### config.mk
export PLATFORM = sky130hd
export DESIGN_NAME = mem_port_arbiter
export DESIGN_NICKNAME = d
export VERILOG_FILES = /design/src/rtl/mem_arb_pkg.sv /design/src/rtl/arb_prio_sel.sv /design/src/rtl/mem_port_arbiter.sv
export SDC_FILE = /design/constraint.sdc
export NUM_CORES = 1
export LEC_CHECK = 0
export CAP_MARGIN = 20
export CORE_AREA = 5 5 104 106
export DETAILED_ROUTE_END_ITERATION = 10
export DIE_AREA = 0 0 109 111
export PLACE_DENSITY = 0.72
export SKIP_LAST_GASP = 1
export SLEW_MARGIN = 10
export SYNTH_ARGS = -nofsm -noshare
export SYNTH_HDL_FRONTEND = slang
export SYNTH_SLANG_ARGS = --single-unit
### constraint.sdc
create_clock -name i_clk -period 3 [get_ports i_clk]
set_input_delay 0.45 -clock i_clk [delete_from_list [all_inputs] [get_ports i_clk]]
set_output_delay 0.45 -clock i_clk [all_outputs]
set_load 0.02 [all_outputs]
### src/rtl/mem_arb_pkg.sv
// Shared types for the fetch/LSU RAM port arbiter.
// No logic, no latency.
// No flow control; types and constants only.
package mem_arb_pkg;

  typedef enum logic [1:0] {
    OWN_NONE = 2'd0,
    OWN_IF   = 2'd1,
    OWN_MEM  = 2'd2
  } owner_e;

  typedef enum logic {
    ARB_IDLE = 1'b0,
    ARB_WAIT = 1'b1
  } arb_state_e;

  // Reads always fetch the full word.
  localparam logic [3:0] BE_ALL = 4'b1111;

endpackage

### src/rtl/arb_prio_sel.sv
// Winner select between fetch and LSU for the shared RAM port.
// Purely combinational, zero latency.
// No grant outside a slot; a killed fetch never wins, MEM wins by default.
module arb_prio_sel (
  input  logic slot,
  input  logic if_req,
  input  logic if_kill,
  input  logic mem_req,
  input  logic starve_hit,
  output logic if_win,
  output logic mem_win
);

  // MEM first, unless fetch has waited out its starvation budget.
  always_comb begin
    if_win  = slot && if_req && !if_kill && (!mem_req || starve_hit);
    mem_win = slot && mem_req && !if_win;
  end

endmodule

### src/rtl/mem_port_arbiter.sv
// Shares one single-port synchronous RAM between instruction fetch and the LSU.
// Grant is combinational in the slot cycle; read data returns MEM_LAT cycles later.
// One access per MEM_LAT cycles; losing requester holds its request, o_busy stalls the pipe.
module mem_port_arbiter
  import mem_arb_pkg::*;
#(
  parameter int ADDR_W     = 32,
  parameter int DATA_W     = 32,
  parameter int MEM_LAT    = 2,
  parameter int STARVE_MAX = 4
) (
  input  logic              i_clk,
  input  logic              i_reset,
  input  logic              i_if_req,
  input  logic [ADDR_W-1:0] i_if_addr,
  input  logic              i_if_kill,
  output logic              o_if_gnt,
  output logic              o_if_rvalid,
  output logic [DATA_W-1:0] o_if_rdata,
  input  logic              i_mem_req,
  input  logic              i_mem_we,
  input  logic [3:0]        i_mem_be,
  input  logic [ADDR_W-1:0] i_mem_addr,
  input  logic [DATA_W-1:0] i_mem_wdata,
  output logic              o_mem_gnt,
  output logic              o_mem_rvalid,
  output logic [DATA_W-1:0] o_mem_rdata,
  output logic              o_ram_en,
  output logic              o_ram_we,
  output logic [3:0]        o_ram_be,
  output logic [ADDR_W-1:0] o_ram_addr,
  output logic [DATA_W-1:0] o_ram_wdata,
  input  logic [DATA_W-1:0] i_ram_rdata,
  output logic              o_busy
);

  localparam int LAT_W = $clog2(MEM_LAT + 1);
  localparam int STV_W = $clog2(STARVE_MAX + 1);
  localparam logic [LAT_W-1:0] LAT_DONE = LAT_W'(MEM_LAT);
  localparam logic [STV_W-1:0] STV_TOP  = STV_W'(STARVE_MAX);

  arb_state_e       state;
  owner_e           owner;
  logic [LAT_W-1:0] lat_cnt;
  logic [STV_W-1:0] starve_cnt;
  logic             kill_q;
  logic             we_q;
  logic             rst_q;

  logic done;
  logic slot;
  logic starve_hit;
  logic if_win;
  logic mem_win;
  logic if_rv;
  logic mem_rv;

  // Slot decode; rst_q blocks grants in the first cycle out of reset.
  always_comb begin
    done       = (state == ARB_WAIT) && (lat_cnt == LAT_DONE);
    slot       = !i_reset && !rst_q && ((state == ARB_IDLE) || done);
    starve_hit = (starve_cnt == STV_TOP);
  end

  arb_prio_sel u_prio_sel (
    .slot       (slot),
    .if_req     (i_if_req),
    .if_kill    (i_if_kill),
    .mem_req    (i_mem_req),
    .starve_hit (starve_hit),
    .if_win     (if_win),
    .mem_win    (mem_win)
  );

  // Drive the RAM with the winner's request only in the grant cycle.
  always_comb begin
    o_if_gnt    = if_win;
    o_mem_gnt   = mem_win;
    o_ram_en    = if_win || mem_win;
    o_ram_we    = mem_win && i_mem_we;
    o_ram_be    = 4'b0000;
    o_ram_addr  = '0;
    o_ram_wdata = '0;
    if (mem_win) begin
      o_ram_be    = i_mem_we ? i_mem_be : BE_ALL;
      o_ram_addr  = i_mem_addr;
      o_ram_wdata = i_mem_wdata;
    end else if (if_win) begin
      o_ram_be    = BE_ALL;
      o_ram_addr  = i_if_addr;
    end
  end

  // Steer returning RAM data to the owner; a kill in the completion cycle still counts.
  always_comb begin
    if_rv        = !i_reset && done && (owner == OWN_IF) && !kill_q && !i_if_kill;
    mem_rv       = !i_reset && done && (owner == OWN_MEM);
    o_if_rvalid  = if_rv;
    o_mem_rvalid = mem_rv;
    o_if_rdata   = if_rv ? i_ram_rdata : '0;
    o_mem_rdata  = (mem_rv && !we_q) ? i_ram_rdata : '0;
    o_busy       = !i_reset && (state == ARB_WAIT) && !done;
  end

  // Access FSM: owner, latency count and sticky fetch-kill.
  always_ff @(posedge i_clk) begin
    if (i_reset) begin
      state   <= ARB_IDLE;
      owner   <= OWN_NONE;
      lat_cnt <= '0;
      kill_q  <= 1'b0;
      we_q    <= 1'b0;
      rst_q   <= 1'b1;
    end else begin
      rst_q <= 1'b0;
      if (if_win || mem_win) begin
        state   <= ARB_WAIT;
        owner   <= if_win ? OWN_IF : OWN_MEM;
        lat_cnt <= LAT_W'(1);
        kill_q  <= 1'b0;
        we_q    <= mem_win && i_mem_we;
      end else if (done) begin
        state   <= ARB_IDLE;
        owner   <= OWN_NONE;
        lat_cnt <= '0;
        kill_q  <= 1'b0;
        we_q    <= 1'b0;
      end else if (state == ARB_WAIT) begin
        lat_cnt <= lat_cnt + LAT_W'(1);
        if ((owner == OWN_IF) && i_if_kill) begin
          kill_q <= 1'b1;
        end
      end
    end
  end

  // Count MEM wins while fetch waits; any fetch grant or uncontested MEM grant clears it.
  always_ff @(posedge i_clk) begin
    if (i_reset) begin
      starve_cnt <= '0;
    end else if (if_win) begin
      starve_cnt <= '0;
    end else if (mem_win) begin
      if (!i_if_req) begin
        starve_cnt <= '0;
      end else if (!starve_hit) begin
        starve_cnt <= starve_cnt + STV_W'(1);
      end
    end
  end

endmodule

==> impl_results.md, run 1 <==
* Top cells by area, synth: and2_1 25%, a22o_1 17%, dfxtp_1 14%
* Hold Path Class: reg2reg
* Top cell type's share of synthesized area at 25.2%
* Cell mode on critical path: clkdlybuf4s50_1
* Worst skew pair latency at 230 ps
* Mean Syn Cell Area at 7.37 um^2
* Vias in the first global route at 2759
* Final ANT Viol Nets at 0
* Worst-Margin Slew at between 700 and 800 ps
* Final net count at around 640
* Largest net degree at the start of global routing at 44
* Fin worst setup slack at approximately 100 ps
* GR Util met3 at 5.71%
* Fraction of layout cells with a size suffix above 1 at 6.88%
* Die X at 109 um
* Synth unique cells at 35
* Number of cell rows at 36
* I/O pins at 277
* CP Buf/Inv Count at 3
* R2R depth at 9
* Critical path class: in2out
* Fmax at 345 MHz
* Pwr dens at 150 nW/um^2
* Ys Warns at 0
* Place WS at -91.5 ps
* Critical-path cell list: clkdlybuf4s50_1 -> nor2_1 -> nand3_1 -> a31oi_4 -> buf_6 -> and2_1 -> clkdlybuf4s50_1
* CTS tree: done
* GRT Resource Usage Total at 16.0%
* Area occupied by multi-input gates at 1290 um^2
* Clock Skews at 1.19 ps
* Max Cap Viol at 0
* Leakage at ~2.6 nW
* Ys async rst share at 0%
* Inserted Clock Buffers at 3
* Clock period minus worst slack at a little under 3000 ps
* Antenna cells at 0
* Critical Path Max Stage Delay at 610 ps
* Fillers at 925
* Slew Limit Headroom at 52.4%
* Most common cell in the netlist: and2_1
* Path length in cells of the critical path at 7
* Max Transition Viols Final at 0
* Starting density of the core at between 10% and 20%
* RePlAce Congestion at 0.819
* Final Power at 714 uW
* Peak VDD IR at 0.146 mV
* Initial antenna violation count at 0
* Post-synthesis instance area at 1610 um^2
* Seq/Total Area, Yosys at 13.6%
* Hold Path Stages at 2
* Startpoint Class: primary input
* Syn_nets at 360
* First-pass iteration count of the detailed router at 4
* Die area at 12100 um^2
* Clk buf depth at 2
* Global-route wire length before repair at 15200 um
* Post-detailed-route via-to-cell ratio at about 4.3
* Slowest-stage cell, CP: clkdlybuf4s50_1
* CP Data Required Time at approximately 2600 ps
* H-tree Lvls at 1
* Final hold vios at 0
* Setup crit end kind: primary output
* Yosys reg bits at 11
* Cell taking the most area after synthesis: and2_1
* Buffers on Ports at about 280
* Final setup viols at 0
* Die Y at 111 um
* Storage cell area at 220 um^2
* Met1 Track Usage GR at 15.7%
* Post-DP HPWL at a little over 9000 um
* RSZ-0062 raised after global routing: true
* Top post-synthesis cells by count: 65 x and2_1, 33 x and3_1, 32 x a22o_1
* Worst EP arrival at 2450 ps
* Worst-path clk slew at 50 ps
* Busiest grt layer: met2
* Grt ovf at 0
* DR WL/cell at between 15 and 20 um
* Area growth from synthesis to layout at 194%
* Core ar. at between 9000 and 10000 um^2
* Post-synth EDFFs at 0
* Post-Synthesis Cells at approximately 220
* Status: finished, final reports clean
* CTS sink count at 11
* Crit-path max FO at 24
* Clock root buffer: clkbuf_8
* Top delay family on crit path: buffers and inverters
* DRC at 0
* Via count at 2714
* Routed wire length at 10400 um
* Top_reg_cell synth: dfxtp_1
* DR iter-0 viols at between 90 and 100
* Global Route met2 Usage at between 30% and 40%
* Fin crit share at 96.7%
==> cell usage in the layout (no fill, tap or decap), types with 2 or more instances in the layout <==
| cell type | n |
|---|---|
| a21oi_1 | 5 |
| a22o_1 | 32 |
| a31oi_1 | 2 |
| and2_1 | 65 |
| and3_1 | 33 |
| buf_12 | 3 |
| buf_4 | 11 |
| buf_6 | 4 |
| clkbuf_2 | 4 |
| clkbuf_8 | 3 |
| clkdlybuf4s50_1 | 221 |
| dfxtp_1 | 11 |
| dlygate4sd2_1 | 9 |
| dlymetal6s2s_1 | 41 |
| ha_1 | 3 |
| inv_1 | 5 |
| nand2b_1 | 3 |
| nand3_1 | 2 |
| nor2_1 | 7 |
| nor2b_1 | 2 |
| nor3_1 | 2 |
| o21a_1 | 4 |
| or2_2 | 2 |
==> cell families after synthesis <==
kind of cell / count (synthesis) / share of synthesized area, %
mux: 1 / 0.698
fa+ha+maj: 3 / 2.33
flops: 11 / 13.6
compound gates: 53 / 27.7
buf+inv: 27 / 8.53
simple gates: 124 / 47.1
==> power by group <==
group / total, mW / switching [mW] / internal (mW)
Sequential: 0.161 / 0.00654 / 0.155
Combinational: 0.403 / 0.151 / 0.252
Clock: 0.150 / 0.0561 / 0.0934
Total: 0.714 / 0.214 / 0.500
==> state kept, by name (all words and copies together) (netlist names) <==
| register | count |
|---|---|
| we_q | 1 |
| owner | 2 |
| lat_cnt | 2 |
| starve_cnt | 3 |
| rst_q | 1 |
| state | 1 |
| kill_q | 1 |
==> per-stage QoR <==
step | hold WS [ps] | instance area [um^2] | setup TNS, ps | instances | util (%)
2_1_floorplan | 442 | 1610 | 0 | 219 | -
3_3_place_gp | 464 | 4590 | -1150 | 620 | 47.4
3_5_place_dp | 478 | 4590 | -1910 | 620 | 47.4
4_1_cts | 491 | 4650 | -408 | 627 | 48.0
5_1_grt | 519 | 4750 | -31.2 | 627 | 49.0
6_report | 494 | 4750 | 0 | 627 | 49.0
==> per-layer routing <==
metal	vias to the layer above	routed length (um)	share of wire (%)
met5	-	0	0
met3	14	1160	11
li1	1337	-	-
met1	1199	3530	34
met4	0	250	2.4
met2	164	5490	53
==> repair_timing <==
action                                  CTS  global route
gates resized for setup                  17            52
gates cloned                              1             0
setup buffers                             2             0
endpoints found under the setup margin   35            48
hold buffers                              0             0
==> final cells by class <==
type	instances	area share, %
sequential	11	4.64
multi-input combinational	181	27.1
timing repair buffer	293	63.4
tap	133	3.50
inverter	5	0.395
clock buffer	4	0.948
==> worst paths after layout <==
| path | from | end | slack [ps] |
|---|---|---|---|
| max | i_reset | o_ram_we | 100 |
| min | kill_q | kill_q | 490 |
| max reg2reg | starve_cnt[0] | owner[0] | 1180 |
| min reg2reg | kill_q | kill_q | 490 |
==> worst register-to-register path, delay by kind of cell (launching register included) <==
family                     cells  cell delay [ps]
DFF                            1              330
and+or+nand+nor                2              230
adders and majority gates      1              280
AOI/OAI and AO/OA              2              440
buffers and inverters          4              480
(Power assumes the default switching activity.)
==> run 2, diff against run 1 <==
CORE_AREA = 5 5 105 107   (was 5 5 104 106)
DIE_AREA = 0 0 110 112   (was 0 0 109 111)
PLACE_DENSITY = 0.7   (was 0.72)
SYNTH_HIERARCHICAL = 1   (was default)
==> impl_results.md, run 2 <==
* Ys async rst share at 0% (unchanged)
* Fraction of layout cells with a size suffix above 1 at 5.21% (-1.7 points)
* Leakage at 3.23 nW (+24%)
* Cell mode on critical path: clkdlybuf4s50_1
* Critical Path Max Stage Delay at 600 ps (about the same)
* Critical-path cell list: clkdlybuf4s50_1 -> buf_4 -> nor2b_4 -> and3_1 -> nor2b_2 -> buf_12 -> a22o_1 -> clkdlybuf4s50_1
* Pint at 486 uW (-2.7%)
* CP Buf/Inv Count at 4 (+1)
* CP Launch Point: i_if_kill
* CP Data Required Time at 2550 ps (about the same)
* Max Cap Viol at 0 (unchanged)
* Post-synthesis instance area at 1580 um^2 (-2.2%)
* Status: finished, final reports clean
* First-pass iteration count of the detailed router at 4 (unchanged)
* Dpl cells at 628 (+1.3%)
* Setup crit end kind: primary output
* Pwr dens at 139 nW/um^2 (-7.5%)
* Mean Syn Cell Area at 7.11 um^2 (-3.5%)
* Post-route insts no fill at 635 (+1.3%)
* Startpoint Class: primary input
* Hold slack at 511 ps (+17.0 ps)
* Die Y at 112 um (+0.90%)
* RePlAce Congestion at 0.818 (-0.12%)
* Die area at 12300 um^2 (+1.8%)
* Reg2reg end: kill_q
* R2R depth at 12 (+3)
* Seq/Total Area, Yosys at 13.9% (+0.30 points)
* Met1 Track Usage GR at 13.4% (-2.3 points)
* Final Util at 48.3% (-0.79 points)
* Routed wire length at 10300 um (-0.88%)
* Top delay family on crit path: buffers and inverters
* DRC at 0 (unchanged)
* Clock Skews at 1.12 ps (-0.0702 ps)
* Reg with most FFs: starve_cnt
* Clock root buffer: clkbuf_8
* Initial antenna violation count at 0 (unchanged)
* Die X at 110 um (+0.92%)
* Most common cell in the netlist: and2_1
* RSZ-0062 raised after global routing: true
* CTS sink count at 11 (unchanged)
* Top_reg_cell synth: dfxtp_1
* Via count at 2670 (-1.6%)
* Psw at 188 uW (-12%)
* TNS Setup at 0 ps (unchanged)
* Clk pwr share at 21.6% (+0.7 points)
* Antenna cells at 0 (unchanged)
* Comb pwr share at 55.1% (-1.4 points)
* Core ar. at 10000 um^2 (+3.7%)
* Post-DP HPWL at 8830 um (-4.3%)
* Worst EP arrival at 2530 ps (+80 ps)
* DR WL/cell at 16.3 um (-2.1%)
* Worst r2r src: starve_cnt[0]
* R2r setup slk at 920 ps (-260 ps)
* GRT Resource Usage Total at 14.6% (-1.4 points)
* Worst skew pair latency at 230 ps (about the same)
* Area growth from synthesis to layout at 207%
* Busiest grt layer: met2
* Critical path class: in2out
* Final net count at 641 (+0.79%)
* Inserted Clock Buffers at 3 (unchanged)
* Top post-synthesis cells by count: 96 x and2_1, 32 x a22o_1, 15 x clkbuf_1
* I/O pins at 277 (unchanged)
* Ys Warns at 6 (+6)
* Final setup viols at 0 (unchanged)
* Final ANT Viol Nets at 0 (unchanged)
* Commonest cells after routing, fill and taps aside: 178 x clkdlybuf4s50_1, 96 x and2_1, 75 x dlymetal6s2s_1
* Post-synth EDFFs at 0 (unchanged)
* Slowest-stage cell, CP: clkdlybuf4s50_1
* CTS tree: done
* Post-Synthesis Cells at 222 (+1.4%)
* Starting density of the core at 15.7% (-0.95 points)
* Flop pwr share at 23.3% (+0.7 points)
* Crit path to: o_ram_addr[10]
* Grt ovf at 0 (unchanged)
* Fin crit share at 99.3% (+2.7 points)
* Hold Path Class: reg2reg
* Max Transition Viols Final at 0 (unchanged)
* Largest regs: starve_cnt: 3 flops, lat_cnt: 2 flops, owner: 2 flops
* Syn_nets at 363 (+0.83%)
* Final hold vios at 0 (unchanged)
* Worst-Margin Slew at 351 ps (-362 ps)
* Sw Share at 27.8% (-2.1 points)
* Top cells by area, synth: and2_1 38%, a22o_1 18%, dfxtp_1 14%
* Worst-path clk slew at 50 ps (about the same)
* Cell taking the most area after synthesis: and2_1
* Fmax at 336 MHz (-2.7%)
* Final Power at 674 uW (-5.6%)
* Slew Limit Headroom at 76.7% (+24 points)
* Path length in cells of the critical path at 8 (+1)
* Number of cell rows at 37 (+2.8%)
* Largest register FFs at 3 (unchanged)
* Vias in the first global route at 2705 (-2.0%)
* Post-detailed-route via-to-cell ratio at 4.20 (-2.9%)
* Peak VDD IR at 0.108 mV (-26%)
* Global-route wire length before repair at 14300 um (-6.3%)
* Global Route met2 Usage at 28.2% (-2.1 points)
* Clock period minus worst slack at 2980 ps (+79.7 ps)
* Buffers on Ports at 276 (unchanged)
* Synth unique cells at 31 (-11%)
* GR Util met3 at 4.93% (-0.78 points)
* Yosys reg bits at 11 (unchanged)
* Largest net degree at the start of global routing at 49 (+11%)
* Hold buffer count at cts at 0 (unchanged)
* Top cell type's share of synthesized area at 38.0% (+13 points)
* Most common library cell in the layout ignoring fill and taps: clkdlybuf4s50_1
* DR iter-0 viols at 145 (+49%)
* H-tree Lvls at 1 (unchanged)
* Clk buf depth at 2 (unchanged)
* Crit-path max FO at 32 (+33%)
## run 2: kinds of logic after synthesis
group / count (synthesis) / synth area share (%)
buffers and inverters: 28 / 8.16
AND/OR/NAND/NOR: 134 / 52.5
flip-flops: 11 / 13.9
adder cells (fa/ha/maj): 3 / 2.38
AO/OA/AOI/OAI: 46 / 23.0
## run 2: metal layers
metal  share of wire, %  wire [um]
met1                 32       3260
met2                 52       5370
met3                 13       1310
met4                3.7        385
met5                  0          0
## run 2: cell type report
cell class	count	area, um^2
multi-input combinational	183	1250
clock buffer	4	45.0
timing repair buffer	292	3130
tap	136	170
sequential	11	220
inverter	9	33.8
fill	964	5200
## run 2: worst reg2reg max path, stage by stage (launching register included)
cell      delay (ps)
dfxtp_1          350
inv_1             70
ha_1             220
nand2_1          130
inv_1             90
nand2b_1         140
and3_1           170
buf_4            160
nor2_1            90
buf_4            160
inv_1             70
buf_4            130
nor4b_1          210
## run 2: how the worst min path moves through the flow
stage / slack (ps) / end / start / cells after the start
detailed placement: 500 / we_q / we_q / 2
global route: 550 / starve_cnt[1] / starve_cnt[1] / 2
CTS: 510 / we_q / we_q / 2
global placement: 500 / starve_cnt[1] / starve_cnt[1] / 2
floorplan: 460 / we_q / we_q / 2
finish: 510 / we_q / we_q / 2
## run 2: what timing repair did
action                                 CTS  global route
gates resized for setup                 23            76
setup endpoints to repair               27            78
buffers inserted                         0             2
endpoints found under the hold margin    0             0
gates cloned                             0             1
## run 2: power groups by stage
stage / Sequential [mW] / Combinational (mW) / Clock, mW
2_1_floorplan: 0.158 / 0.101 / 0
3_3_place_gp: 0.159 / 0.375 / 0
3_5_place_dp: 0.159 / 0.378 / 0
4_1_cts: 0.157 / 0.372 / 0.152
5_1_grt: 0.158 / 0.395 / 0.156
6_report: 0.157 / 0.372 / 0.146
## run 2: per-stage QoR
stage               worst slack [ps]  area (um^2)
floorplan                        211         1580
global placement               -80.6         4590
detailed placement             -69.8         4590
CTS                            -11.3         4600
global route                    -101         4850
finish                          19.8         4850
==> run 3, diff against run 2 <==
CELL_PAD_IN_SITES_DETAIL_PLACEMENT = 0   (was default)
CELL_PAD_IN_SITES_GLOBAL_PLACEMENT = 1   (was default)
CORE_AREA = default   (was 5 5 105 107)
CORE_ASPECT_RATIO = 1.2   (was default)
CORE_MARGIN = 5   (was default)
CORE_UTILIZATION = 13   (was default)
DIE_AREA = default   (was 0 0 110 112)
PLACE_DENSITY = 0.95   (was 0.7)
==> impl_results.md, run 3 (synthesized netlist as in run 2, its figures left out) <==
* Clock Skews at 2.81 ps (+1.69 ps)
* Worst min-delay path startpoint: we_q
* DR iter-0 viols at 81 (-44%)
* Critical Path Max Stage Delay at 600 ps (about the same)
* Die X at 111 um (+0.55%)
* Worst skew pair latency at 240 ps (about the same)
* Clock period minus worst slack at 2980 ps (+1.95 ps)
* Fin worst setup slack at 17.8 ps (-1.95 ps)
* Worst r2r src: starve_cnt[0]
* Global-route wire length before repair at 14300 um (+0.39%)
* Starting density of the core at 13.2% (-2.6 points)
* Core ar. at 12000 um^2 (+19%)
* Via count at 2697 (+1.0%)
* Slew Limit Headroom at 81.2% (+4.6 points)
* Initial antenna violation count at 0 (unchanged)
* Most common library cell in the layout ignoring fill and taps: clkdlybuf4s50_1
* Final Power at 776 uW (+15%)
* Slowest-stage cell, CP: clkdlybuf4s50_1
* Largest register FFs at 3 (unchanged)
* GRT Resource Usage Total at 12.1% (-2.4 points)
* Grt ovf at 0 (unchanged)
* Final hold vios at 0 (unchanged)
* Routed wire length at 10200 um (-1.1%)
* Reg with most FFs: starve_cnt
* DRC at 0 (unchanged)
* Fin crit share at 99.4% (about the same)
* Place WS at -59.5 ps (+10.3 ps)
* Fraction of layout cells with a size suffix above 1 at 5.02% (-0.19 points)
* Peak VDD IR at 0.155 mV (+44%)
* Clock root buffer: clkbuf_16
* Hold slack at 529 ps (+18.7 ps)
* DR WL/cell at 15.5 um (-4.7%)
* Max Transition Viols Final at 0 (unchanged)
* Largest net degree at the start of global routing at 51 (+4.1%)
* TNS Setup at 0 ps (unchanged)
* CTS sink count at 11 (unchanged)
* CP Buf/Inv Count at 4 (unchanged)
* Reg2reg end: kill_q
* I/O pins at 277 (unchanged)
* Commonest cells after routing, fill and taps aside: 189 x clkdlybuf4s50_1, 96 x and2_1, 74 x dlymetal6s2s_1
* H-tree Lvls at 1 (unchanged)
* Worst-path clk slew at 40 ps (about the same)
* RSZ-0062 raised after global routing: true
* Clk buf depth at 2 (unchanged)
* Setup crit end kind: primary output
* Area growth from synthesis to layout at 210%
* Die area at 14500 um^2 (+17%)
* RePlAce Congestion at 0.821 (+0.34%)
* Startpoint Class: primary input
* Post-detailed-route via-to-cell ratio at 4.09 (-2.7%)
* Crit-path max FO at 25 (-22%)
* Worst EP arrival at 2530 ps (about the same)
* Final setup viols at 0 (unchanged)
* Cell mode on critical path: clkdlybuf4s50_1
* Number of cell rows at 44 (+19%)
* Min-Delay Endpoint: we_q
* R2r setup slk at 850 ps (-70 ps)
* CTS tree: done
* Buffers on Ports at 276 (unchanged)
* Dpl cells at 652 (+3.8%)
* CP Data Required Time at 2550 ps (about the same)
* Fmax at 335 MHz (about the same)
* Pwr dens at 158 nW/um^2 (+14%)
* Status: finished, final reports clean
* Post-route insts no fill at 659 (+3.8%)
* Leakage at 3.18 nW (-1.7%)
* Hold Path Stages at 2 (unchanged)
* Vias in the first global route at 2800 (+3.5%)
* Final net count at 640 (-0.16%)
* Critical path class: in2out
* Critical-path cell list: clkdlybuf4s50_1 -> nor3_1 -> nand2_1 -> a21oi_4 -> buf_4 -> clkbuf_16 -> and2_1 -> clkdlybuf4s50_1
* Hold Path Class: reg2reg
* Inserted Clock Buffers at 3 (unchanged)
* Antenna cells at 0 (unchanged)
* Largest regs: starve_cnt: 3 flops, lat_cnt: 2 flops, owner: 2 flops
* Die Y at 131 um (+17%)
* Max Cap Viol at 0 (unchanged)
* Worst-Margin Slew at 281 ps (-70.4 ps)
* R2R depth at 12 (unchanged)
* Final ANT Viol Nets at 0 (unchanged)
* Post-DP HPWL at 8540 um (-3.3%)
* First-pass iteration count of the detailed router at 4 (unchanged)
* Top delay family on crit path: buffers and inverters
## run 3: changes by cell type in the layout (fill, tap and decap cells not counted), sizes merged
cell	change
buf	-1
clkdlybuf4s50	+11
dlymetal6s2s	-1
dlygate4sd2	-10
## run 3: worst reg2reg max path, stage by stage (launching register included)
cell,delay [ps]
dfxtp_1,360
inv_1,80
ha_1,220
nand2_1,120
inv_1,90
nand2b_1,140
and3_1,170
buf_4,160
nor2_1,90
buf_4,160
inv_1,60
buf_4,140
nor4b_1,250
## run 3: worst max path at each step
stage,from,endpoint,slack [ps],depth (start not counted)
final,i_reset,o_ram_wdata[30],20,8
after detailed placement,i_reset,o_ram_be[0],-60,9
after CTS,i_reset,o_ram_be[1],-20,9
after global placement,i_if_kill,o_ram_addr[9],-40,8
after floorplan,i_reset,o_ram_wdata[10],210,8
after global routing,lat_cnt[0],o_ram_be[3],-90,11
## run 3: layer usage
| layer | up-vias | GRT usage (%) | wire length, um |
|---|---|---|---|
| met3 | 9 | 4.65 | 944 |
| met5 | - | 0 | 0 |
| met4 | 0 | 2.83 | 157 |
| met2 | 176 | 24.0 | 5480 |
| met1 | 1204 | 11.9 | 3640 |
| li1 | 1308 | - | - |
## run 3: power breakdown
part | total [mW] | internal [mW] | switching (mW)
logic | 0.374 | 0.242 | 0.132
clock network | 0.244 | 0.178 | 0.0660
registers | 0.157 | 0.152 | 0.00492
total | 0.776 | 0.573 | 0.203
## run 3: area by class of cell
| class | instances | area, um^2 |
|---|---|---|
| Clock buffer | 4 | 78.8 |
| Timing Repair Buffer | 291 | 3120 |
| Sequential cell | 11 | 220 |
| Tap cell | 161 | 201 |
| Fill cell | 1196 | 7100 |
| Multi-Input combinational cell | 183 | 1250 |
| Inverter | 9 | 33.8 |
## run 3: stage by stage
step           util [%]  cell area [um^2]
4_1_cts            38.9              4670
5_1_grt            40.8              4900
3_5_place_dp       38.4              4610
2_1_floorplan         -              1580
3_3_place_gp       38.4              4610
6_report           40.8              4900
## run 3: repair_timing
action	in CTS	in global routing
pin swaps	0	0
endpoints found under the setup margin	16	87
hold buffers	0	0
hold endpoints to repair	0	0
gates cloned	0	1
buffers inserted	0	2
gates resized for setup	13	75
